## config.mk

```make
export PLATFORM = sky130hd
export DESIGN_NAME = select_scan_ctrl
export DESIGN_NICKNAME = d
export VERILOG_FILES = /design/src/rtl/select_scan_ctrl_pkg.sv /design/src/rtl/select_scan_ctrl_scan_settle_counter.sv /design/src/rtl/select_scan_ctrl.sv
export SDC_FILE = /design/constraint.sdc
export NUM_CORES = 1
export LEC_CHECK = 0
export ABC_AREA = 0
export CORE_AREA = 2 2 45 47
export CTS_CLUSTER_DIAMETER = 200
export DETAILED_ROUTE_END_ITERATION = 8
export DIE_AREA = 0 0 47 49
export GPL_ROUTABILITY_DRIVEN = 0
export HOLD_SLACK_MARGIN = 0.06
export PLACE_DENSITY = 0.72
export SLEW_MARGIN = 30
export SYNTH_ARGS = -nofsm -noshare
export SYNTH_HDL_FRONTEND = slang
export SYNTH_SLANG_ARGS = --single-unit
```

## constraint.sdc

```tcl
create_clock -name Clk -period 2.1 [get_ports Clk]
set_clock_uncertainty 0.1 [all_clocks]
set_input_delay 0.42 -clock Clk [delete_from_list [all_inputs] [get_ports Clk]]
set_output_delay 0.42 -clock Clk [all_outputs]
set_load 0.005 [all_outputs]
```

## src/rtl/select_scan_ctrl_pkg.sv

```systemverilog
// Shared encodings for the mux select scanner: FSM state codes and settle-counter width.
package select_scan_ctrl_pkg;

   localparam logic [1:0] IdleEnc   = 2'd0;
   localparam logic [1:0] SettleEnc = 2'd1;
   localparam logic [1:0] SampleEnc = 2'd2;
   localparam logic [1:0] DoneEnc   = 2'd3;

   // Wide enough for SETTLE_CYCLES-1 up to 14.
   localparam int unsigned CntWidth = 4;

   typedef enum logic [1:0] {
      StIdle   = IdleEnc,
      StSettle = SettleEnc,
      StSample = SampleEnc,
      StDone   = DoneEnc
   } scan_state_e;

endpackage

```

## src/rtl/select_scan_ctrl_scan_settle_counter.sv

```systemverilog
// Loadable down-counter that saturates at zero and flags when it gets there.
module select_scan_ctrl_scan_settle_counter
   import select_scan_ctrl_pkg::*;
(
   input  logic                clk,
   input  logic                clear_bar,
   input  logic                load,
   input  logic [CntWidth-1:0] load_value,
   input  logic                dec,
   output logic [CntWidth-1:0] count,
   output logic                zero
);

   logic [CntWidth-1:0] count_q, count_d;

   always_comb begin
      count_d = count_q;
      if (load) begin
         count_d = load_value;
      end else if (dec && (count_q != '0)) begin
         count_d = count_q - CntWidth'(1);
      end
   end

   always_ff @(posedge clk) begin
      if (!clear_bar) begin
         count_q <= '0;
      end else begin
         count_q <= count_d;
      end
   end

   assign count = count_q;
   assign zero  = (count_q == '0);

endmodule

```

## src/rtl/select_scan_ctrl.sv

```systemverilog
// Walks a 74151-style mux through every data input, lets Y settle, and captures each bit into Q.
module select_scan_ctrl
   import select_scan_ctrl_pkg::*;
#(
   parameter int unsigned WIDTH_IN      = 5,
   parameter int unsigned SETTLE_CYCLES = 2,
   parameter int unsigned DELAY_RISE    = 0,
   parameter int unsigned DELAY_FALL    = 0,
   localparam int unsigned SelWidth     = (WIDTH_IN > 1) ? $clog2(WIDTH_IN) : 1
) (
   input  logic                Clk,
   input  logic                Clear_bar,
   input  logic                Start,
   input  logic                Y,
   output logic [SelWidth-1:0] Select,
   output logic                Enable_bar,
   output logic [WIDTH_IN-1:0] Q,
   output logic                Busy,
   output logic                Done
);

   localparam logic [SelWidth-1:0] SelLast    = SelWidth'(WIDTH_IN - 1);
   localparam logic [CntWidth-1:0] SettleLoad = CntWidth'(SETTLE_CYCLES - 1);

   scan_state_e         state_q, state_d;
   logic [SelWidth-1:0] sel_q, sel_d;
   logic [WIDTH_IN-1:0] q_q, q_d;
   logic                busy_q, busy_d;
   logic                done_q, done_d;
   logic                en_bar_q, en_bar_d;
   logic                cnt_load, cnt_dec, cnt_zero;
   logic [CntWidth-1:0] cnt_value;

   select_scan_ctrl_scan_settle_counter u_settle (
      .clk        (Clk),
      .clear_bar  (Clear_bar),
      .load       (cnt_load),
      .load_value (SettleLoad),
      .dec        (cnt_dec),
      .count      (cnt_value),
      .zero       (cnt_zero)
   );

   always_comb begin
      state_d  = state_q;
      sel_d    = sel_q;
      q_d      = q_q;
      cnt_load = 1'b0;
      cnt_dec  = 1'b0;
      unique case (state_q)
         StIdle: begin
            if (Start) begin
               state_d  = StSettle;
               sel_d    = '0;
               q_d      = '0;
               cnt_load = 1'b1;
            end
         end
         StSettle: begin
            if (cnt_zero) begin
               state_d = StSample;
            end else begin
               cnt_dec = 1'b1;
            end
         end
         StSample: begin
            for (int unsigned i = 0; i < WIDTH_IN; i++) begin
               if (sel_q == SelWidth'(i)) begin
                  q_d[i] = Y;
               end
            end
            // Stop on the last real input so unused select codes are never driven.
            if (sel_q == SelLast) begin
               state_d = StDone;
            end else begin
               sel_d    = sel_q + SelWidth'(1);
               cnt_load = 1'b1;
               state_d  = StSettle;
            end
         end
         StDone: begin
            state_d = StIdle;
         end
         default: begin
            state_d = StIdle;
         end
      endcase
   end

   // Output flags are registered from the next state so they change together with it.
   always_comb begin
      busy_d   = (state_d == StSettle) || (state_d == StSample);
      done_d   = (state_d == StDone);
      en_bar_d = !busy_d;
   end

   always_ff @(posedge Clk) begin
      if (!Clear_bar) begin
         state_q  <= StIdle;
         sel_q    <= '0;
         q_q      <= '0;
         busy_q   <= 1'b0;
         done_q   <= 1'b0;
         en_bar_q <= 1'b1;
      end else begin
         state_q  <= state_d;
         sel_q    <= sel_d;
         q_q      <= q_d;
         busy_q   <= busy_d;
         done_q   <= done_d;
         en_bar_q <= en_bar_d;
      end
   end

   // Rise/fall delays are timing annotations only; the implemented outputs are the flops above.
   if ((DELAY_RISE > 0) || (DELAY_FALL > 0)) begin : g_delay_annotated
   end

   logic unused_cnt;
   assign unused_cnt = ^cnt_value;

   assign Select     = sel_q;
   assign Enable_bar = en_bar_q;
   assign Q          = q_q;
   assign Busy       = busy_q;
   assign Done       = done_q;

endmodule

```

======== Yosys cells after proc, flatten, opt, wreduce, memory -nomap -nowiden ========
Index checks and enable logic that the tools add are counted.
Widths: inputs -> output; s select.
cells by class
  multiplexer cells ....................... 21
  reductions and logical operators ........ 16
  eq/ne operators ......................... 17
  $add $sub $neg .......................... 2
  bitwise gates (word level) .............. 1
operator list
  cell                 count
  $reduce_and 3->1     6
  $ne 2x2->1 const B   7
  $mux 1               11
  $pmux 5 s2           1
  $eq 2x2->1 const B   4
  $pmux 2 s4           1
  $eq 3x2->1 const B   2
  $mux 2               3
  $mux 3               2
  $pmux 3 s2           1
  $mux 5               1
  $eq 2x1->1 const B   2
  $logic_not 4->1      1
  $reduce_bool 2->1    2
  $reduce_bool 4->1    1
  $sub 4x1->4 const B  1
  $add 3x1->3 const B  1
  $eq 3x1->1 const B   1
  $eq 3x3->1 const B   1
  $logic_not 3->1      1
  $logic_not 2->1      1
  $pmux 1 s2           1
  $reduce_or 2->1      1
  $logic_and 1x1->1    1
  3 further kinds      3
storage, ports and cells
  output and inout port bits .............. 11
  input bits .............................. 4
  register bits ........................... 17
  word-level logic and storage cells ...... 69

======== Longest topological paths before layout ========
Gate-level depths: netlist of the first run.
  depth after elaboration ................. 6
  gate-level depth with buffers ........... 8
  mapped depth without buffers ............ 8

======== Hierarchy ========
A second synthesis of the first run with hierarchy kept.
second synthesis, totals
  cell total of the unflattened synthesis .. 99
  area, all modules ....................... 948.4 um^2
modules (own cells, without submodules)
  module                                sequential area each (um^2)  area an instance (um^2)  instances  cells an instance
  select_scan_ctrl                      260.2                        691.9                    1          68
  select_scan_ctrl_scan_settle_counter  80.1                         256.5                    1          31

======== Worst setup path before layout of the first run ========
No wires, ideal clock.
  kind .................................... register -> register
  start ................................... register u_settle.count_q[0], in the netlist u_settle.count[0]
  end ..................................... register busy_q, in the netlist Busy
  period minus slack after synthesis ...... 1.686 ns
  cell stages (with the launch flop) ...... 8
  slack ................................... 0.414 ns
  path buffers ............................ 0
  arrival ................................. 1.475 ns
  setup time .............................. 0.111 ns
  required time ........................... 1.889 ns
  cell sequence ........................... dfxtp_1 > inv_1 > ha_1 > or3b_1 > o22ai_1 > ha_1 > nand2_1 > inv_1
between the ends
  cells in the longest elaborated chain, start to end .. 5
  elaborated cells on any way between the ends .. 6
  those cells by class .................... eq/ne: 2; mux: 2; reduce/logical: 2
ends and longest elaborated chain
  element                                          RTL line                                    source
  start: declaration                               select_scan_ctrl_scan_settle_counter.sv:14  logic [CntWidth-1:0] count_q, count_d;
  start signal: assignment                         select_scan_ctrl_scan_settle_counter.sv:29  count_q <= count_d;
  $logic_not 4->1 (*)                              select_scan_ctrl_scan_settle_counter.sv:34  assign zero = (count_q == '0);
  $mux 2 (*)                                       select_scan_ctrl.sv:60                      if (cnt_zero) begin
  $pmux 2 s4 (*)                                   select_scan_ctrl.sv:50                      unique case (state_q)
  via state_d[1]                                   select_scan_ctrl.sv:25                      scan_state_e state_q, state_d;
  $eq 2x1->1 / $eq 2x2->1 (equally long branches)  select_scan_ctrl.sv:92                      busy_d = (state_d == StSettle) || (state_d == StSample);
  $logic_or 1x1->1 (*)                             select_scan_ctrl.sv:92
  via busy_d                                       select_scan_ctrl.sv:28                      logic busy_q, busy_d;
  end signal: assignment                           select_scan_ctrl.sv:109                     busy_q <= busy_d;
  end: declaration                                 select_scan_ctrl.sv:28
Mark *: on every way through the listed nets, which the timed path passes. The rest lies on a longest branch.
A chain may end at the register's enable or synchronous reset.

======== Worst setup path in the final report of the first run ========
  start ................................... register sel_q[2], in the netlist Select[2]
  end ..................................... output Select[2]
RTL lines
  element                   RTL line                 source
  start: declaration        select_scan_ctrl.sv:26   logic [SelWidth-1:0] sel_q, sel_d;
  start signal: assignment  select_scan_ctrl.sv:107  sel_q <= sel_d;
  end: declaration          select_scan_ctrl.sv:15   output logic [SelWidth-1:0] Select,
No word-level cell between the ends.

==> results of run 1 <==
[layout by cell type (no fill, tap or decap), types with 2 or more instances in the layout]
cell type,n
a21oi_1,13
and2_1,2
buf_4,2
clkbuf_4,3
clkdlybuf4s50_1,14
dfxtp_1,17
ha_1,7
inv_1,8
nand2_1,10
nand2b_1,2
nand3_1,3
nand3b_1,4
nand4b_1,2
nor2b_1,3
o21ai_0,9
o22ai_1,4
[metrics by stage]
stage          hold slack, ns  setup WS, ns  power, mW  std cells
2_1_floorplan           0.352         0.414      0.417         99
3_3_place_gp            0.351         0.343      0.453        138
3_5_place_dp            0.350         0.294      0.455        138
4_1_cts                 0.366         0.215      0.629        142
5_1_grt                 0.381        0.0918      0.656        142
6_report                0.363         0.211      0.624        142
[routing by layer]
layer | vias to the layer above | global-route usage [%]
met4 | 0 | 2.31
met3 | 0 | 7.04
met2 | 12 | 24.2
met5 | - | 0
li1 | 385 | -
met1 | 352 | 22.9
[logic make-up after synthesis]
group	count (synthesis)	synth area share, %
AOI/OAI and AO/OA	30	20.1
adders and majority gates	7	10.4
buffers and inverters	12	5.66
DFF	17	40.5
and+or+nand+nor	33	23.4
[worst paths after layout]
check	slack (ns)	startpoint	depth (start not counted)	to
worst max register to register	0.27	u_settle.count[0]	7	Busy
worst min register to register	0.36	Q[4]	2	Q[4]
worst max-delay path	0.21	Select[2]	1	Select[2]
worst min-delay path	0.36	Q[4]	2	Q[4]
[area by class of cell]
class / instances / area [um2]
Clock buffer: 4 / 26.3
Fill cell: 182 / 803
Inverter: 8 / 30.0
Multi-Input combinational cell: 70 / 453
Sequential cell: 17 / 340
Tap cell: 27 / 33.8
Timing Repair Buffer: 16 / 155
[power by group through the flow]
stage / Sequential (mW) / Combinational, mW / Clock (mW)
2_1_floorplan: 0.351 / 0.0654 / 0
3_3_place_gp: 0.358 / 0.0951 / 0
3_5_place_dp: 0.358 / 0.0967 / 0
4_1_cts: 0.351 / 0.0973 / 0.181
5_1_grt: 0.353 / 0.111 / 0.192
6_report: 0.351 / 0.0964 / 0.177
[worst min-delay path: cells and delay by family (launching register included)]
kind               cells  cell delay, ns
AOI/OAI and AO/OA      1            0.06
DFF                    1            0.32
and+or+nand+nor        1            0.05
[flip-flops by register name, indices dropped and copies added, names as in the netlist]
signal / flops
state_q: 2
Done: 1
u_settle.count: 4
Enable_bar: 1
Busy: 1
Select: 3
Q: 5
==> reports/results.txt, run 1 <==
most frequent cell after synthesis -> dfxtp_1
register area share after synthesis -> 40.5%
clock root buffer -> clkbuf_4
first-pass GRT wire length -> 2.86 mm
Worst setup SP type -> flop
die width -> 47 um
Gate Count Post-Synth -> 99
DRC viols -> 0
Initial Utilization -> 45.7%
TritonCTS Buffers -> 3
die area -> 2300 um2
post-synthesis async set-or-reset flop share -> 0%
diode count -> 0
synth warn -> 0
post-CTS sizing -> 0
Max-cap violations -> 0
Setup Total Neg Slack -> 0 ns
Slew Viols, Final -> 0
clock buffer depth -> 2
1st-pass router iterations -> 4
H-tree levels -> 1
GRT Util Overall -> 16.5%
share of cells above drive strength 1 -> 5.22%
EDFF count, synth -> 0
utilization after layout -> 56.4%
P_sw -> 0.165 mW
Comb pwr share -> 15.5%
leading area contributor after synthesis -> dfxtp_1
crit path cell chain -> clkdlybuf4s50_1
Flop pwr share -> 56.2%
DR vias/cell -> 5.27
net switching share of the total power -> 26.4%
CTS Hold Bufs -> 0
#FFs+latches synth -> 17
Hold Path Class -> reg -> reg
Buf+Inv Stages, Crit Path -> 1
DR top layer -> met3
worst vdd rail ir drop -> 0.499 mV
Avg Inst Size Synth -> 8.49 um2
actual slew at the worst max-slew pin -> 0.368 ns
Layout Nets -> 127
die height -> 49 um
Area after DPL -> 1010 um2
Worst path max stage delay -> 0.56 ns
Critical-path top delay cell -> clkdlybuf4s50_1
CTS tree -> built
io pins -> 15
Cell Area, Synth -> 841 um2
vias in the first global route -> 689
Post-Syn Nets -> 110
Critical Path Fanout Max -> 11
Period minus WS final -> 1.89 ns
grt ovf -> 0
Slew HR -> 75.4%
leakage power -> 0.394 nW
TritonCTS Sinks -> 17
clock share of power -> 28.3%
number of DRC markers in iteration 0 -> 18
Critical Path Sink Type -> primary output
Final Cycle Share -> 90.0%
routed length per instance -> 11.7 um
Distinct cells, synth -> 26
CP arrival -> 1.37 ns
initial antenna violation count -> 0
final hold viol count -> 0
post-route ant nets -> 0
met2 WL -> 782 um
Req. time, crit path -> 1.58 ns
design area -> 1040 um2
floorplan core area -> 1840 um2
Detailed Place HPWL -> 1.23 mm
routed wire length -> 1.66 mm
Rows -> 16
I/O Buffers -> 14
Met1 Routed Length -> 795 um
Synth top cells by count -> dfxtp_1 (17), a21oi_1 (13), nand2_1 (10), o21ai_0 (9), inv_1 (8)
via count -> 749
DR WL met3 -> 77 um
status -> complete, no violations
Setup violations, final -> 0
Internal Pwr Total -> 0.459 mW
Synth Flop Type -> dfxtp_1
RSZ-0062 raised after global routing -> no
Area Overhead vs Synth -> 23.5%
worst-skew pair later-pin latency -> 0.29 ns
CTS clk-pin slew, worst paths -> 0.10 ns
largest cells by area after synthesis -> dfxtp_1 (40%), ha_1 (10%), a21oi_1 (7.7%)
pin count of the biggest net entering global routing -> 13
postcts setup bufs -> 0
Fmax -> 0.529 GHz
PD cells -> 601 nW/um2
crit path kind -> reg -> out
top-area cell type share of the netlist area -> 40.5%
CP delay by family, top -> buffers and inverters
(Power assumes the default switching activity.)
==> run 2, diff against run 1 <==
--- a/config.mk
+++ b/config.mk
@@ -5,14 +5,13 @@
 export SDC_FILE = /design/constraint.sdc
 export NUM_CORES = 1
 export LEC_CHECK = 0
-export ABC_AREA = 0
-export CORE_AREA = 2 2 45 47
-export CTS_CLUSTER_DIAMETER = 200
+export ABC_AREA = 1
+export CORE_AREA = 2 2 46 48
 export DETAILED_ROUTE_END_ITERATION = 8
-export DIE_AREA = 0 0 47 49
+export DIE_AREA = 0 0 48 50
 export GPL_ROUTABILITY_DRIVEN = 0
 export HOLD_SLACK_MARGIN = 0.06
-export PLACE_DENSITY = 0.72
+export PLACE_DENSITY = 0.73
 export SLEW_MARGIN = 30
 export SYNTH_ARGS = -nofsm -noshare
 export SYNTH_HDL_FRONTEND = slang
==> reports/results.txt, run 2 <==
status -> complete, no violations
routed length per instance -> 9.59 um (-18%)
Gate Count Post-Synth -> 122 (+23%)
CTS Hold Bufs -> 0 (unchanged)
Final Cycle Share -> 83.8% (-6.1 points)
placed insts -> 163 (+18%)
Synth top cells by count -> nand2_1 (32), dfxtp_1 (17), inv_1 (16), nor2_1 (12), nand3_1 (9)
clock root buffer -> clkbuf_4
Fmax -> 0.568 GHz (+7.3%)
EDFF count, synth -> 0 (unchanged)
Avg Inst Size Synth -> 7.43 um2 (-13%)
Detailed Place HPWL -> 1.27 mm (+3.0%)
PD cells -> 630 nW/um2 (+4.8%)
grt ovf -> 0 (unchanged)
TritonCTS Buffers -> 3 (unchanged)
Post-Syn Nets -> 133 (+21%)
post-route ant nets -> 0 (unchanged)
io pins -> 15 (unchanged)
via count -> 776 (+3.6%)
TritonCTS Sinks -> 17 (unchanged)
utilization after layout -> 58.0% (+1.6 points)
vias in the first global route -> 717 (+4.1%)
share of cells above drive strength 1 -> 16.4% (+11 points)
Area Overhead vs Synth -> 21.8%
DRC viols -> 0 (unchanged)
CP delay by family, top -> buffers and inverters
Synth Flop Type -> dfxtp_1
Max-cap violations -> 0 (unchanged)
WP depth -> 1 (unchanged)
most frequent cell after synthesis -> nand2_1
commonest non-fill, non-tap cell in the layout -> nand2_1
die height -> 50 um (+2.0%)
CTS clk-pin slew, worst paths -> 0.10 ns (about the same)
most frequent cells in the layout -> nand2_1 (32), dfxtp_1 (17), inv_1 (16), clkdlybuf4s50_1 (14), nor2_1 (12)
max reg flops -> 5 (unchanged)
Slew HR -> 65.1% (-10 points)
synth warn -> 0 (unchanged)
crit path kind -> reg -> out
I/O Buffers -> 14 (unchanged)
mux contribution to synthesized area -> 0% (unchanged)
Critical-path top delay cell -> clkdlybuf4s50_1
die area -> 2400 um2 (+4.2%)
routed wire length -> 1.60 mm (-3.3%)
initial antenna violation count -> 0 (unchanged)
worst-case reg-to-reg path depth -> 9 (+2)
Layout Nets -> 152 (+20%)
Synth Area in Compound Gates -> 10.2% (-9.9 points)
GRT Util Overall -> 16.7% (+0.17 points)
crit path cell chain -> clkdlybuf4s50_1
non-filler cells, final -> 167 (+18%)
top-area cell type share of the netlist area -> 37.6% (-2.9 points)
worst-skew pair later-pin latency -> 0.29 ns (about the same)
Distinct cells, synth -> 18 (-31%)
Rows -> 16 (unchanged)
Slew Viols, Final -> 0 (unchanged)
clock buffer depth -> 2 (unchanged)
floorplan core area -> 1900 um2 (+3.3%)
final hold viol count -> 0 (unchanged)
largest family of logic cells by synthesized area -> simple AND/OR/NAND/NOR gates
die width -> 48 um (+2.1%)
H-tree levels -> 1 (unchanged)
1st-pass router iterations -> 2 (-2)
Critical Path Fanout Max -> 5 (-6)
Worst setup SP type -> flop
leading area contributor after synthesis -> dfxtp_1
post-synthesis async set-or-reset flop share -> 0% (unchanged)
CP arrival -> 1.24 ns (-0.13 ns)
Buf+Inv Stages, Crit Path -> 1 (unchanged)
leakage power -> 0.527 nW (+34%)
r2r setup slk -> 0.42 ns (+0.15 ns)
Initial Utilization -> 47.6% (+2.0 points)
Critical Path Sink Type -> primary output
xor/xnor share of the synthesized area -> 0% (unchanged)
DR vias/cell -> 4.65 (-12%)
Cell Area, Synth -> 906 um2 (+7.7%)
pin count of the biggest net entering global routing -> 13 (unchanged)
Synth Area in Simple Gates -> 32.7% (+9.4 points)
#FFs+latches synth -> 17 (unchanged)
postcts setup bufs -> 0 (unchanged)
register area share after synthesis -> 37.6% (-2.9 points)
hold path depth -> 2 (unchanged)
Req. time, crit path -> 1.58 ns (about the same)
number of DRC markers in iteration 0 -> 9 (-9)
diode count -> 0 (unchanged)
post-CTS sizing -> 0 (unchanged)
actual slew at the worst max-slew pin -> 0.522 ns (+0.153 ns)
CTS tree -> built
largest cells by area after synthesis -> dfxtp_1 (38%), nand2_1 (13%), ha_1 (9.7%)
Period minus WS final -> 1.76 ns (-0.128 ns)
worst vdd rail ir drop -> 0.262 mV (-47%)
first-pass GRT wire length -> 2.87 mm (+0.49%)
RSZ-0062 raised after global routing -> no
Worst path max stage delay -> 0.54 ns (-0.02 ns)
adder-cell share of the synthesized area -> 9.67% (-0.75 points)
Hold Path Class -> reg -> reg
Setup Total Neg Slack -> 0 ns (unchanged)
Setup violations, final -> 0 (unchanged)
==> run 2: changes by cell type after synthesis, sizes merged, moves of 6 or more <==
cell,before,now
nand2,10,37
nor2,0,14
inv,8,20
nand3,3,10
a21oi,13,7
==> run 2: kinds of logic (layout without fill, tap and decap cells) <==
family | after synthesis | in the layout
compound gates | 14 | 14
fa+ha+maj | 7 | 7
simple gates | 63 | 63
flops | 17 | 17
buf+inv | 21 | 39
==> run 2: path summary, 6_finish.rpt <==
kind | startpoint | end
max | Select[0] | Select[0]
min | Q[2] | Q[2]
max reg2reg | Select[0] | Busy
min reg2reg | Q[2] | Q[2]
==> run 2: through the flow <==
step / hold WS (ns) / power [mW] / area (um2) / worst slack [ns]
floorplan: 0.369 / 0.470 / 906 / 0.545
global placement: 0.366 / 0.523 / 1080 / 0.347
detailed placement: 0.376 / 0.527 / 1080 / 0.328
CTS: 0.393 / 0.708 / 1100 / 0.328
global route: 0.417 / 0.744 / 1100 / 0.296
finish: 0.390 / 0.695 / 1100 / 0.339
==> run 2: power by group <==
part / switching [mW] / leakage (nW) / internal (mW)
combinational: 0.0904 / 0.370 / 0.0719
sequential: 0.0112 / 0.139 / 0.345
clock: 0.106 / 0.0177 / 0.0709
total: 0.207 / 0.527 / 0.488
==> run 2: routing by layer <==
layer	up-vias	GRT usage (%)	wire length, um
met2	13	24.2	715
met3	5	3.30	39
met5	-	0	0
li1	418	-	-
met1	340	22.0	796
met4	0	9.46	49
==> run 2: layout make-up <==
cell class,count,area [um2]
Fill cell,187,798
Multi-Input combinational cell,84,477
Sequential cell,17,340
Timing Repair Buffer,15,148
Inverter,20,77.6
Tap cell,27,33.8
Clock buffer,3,22.5
Clock inverter,1,5.00
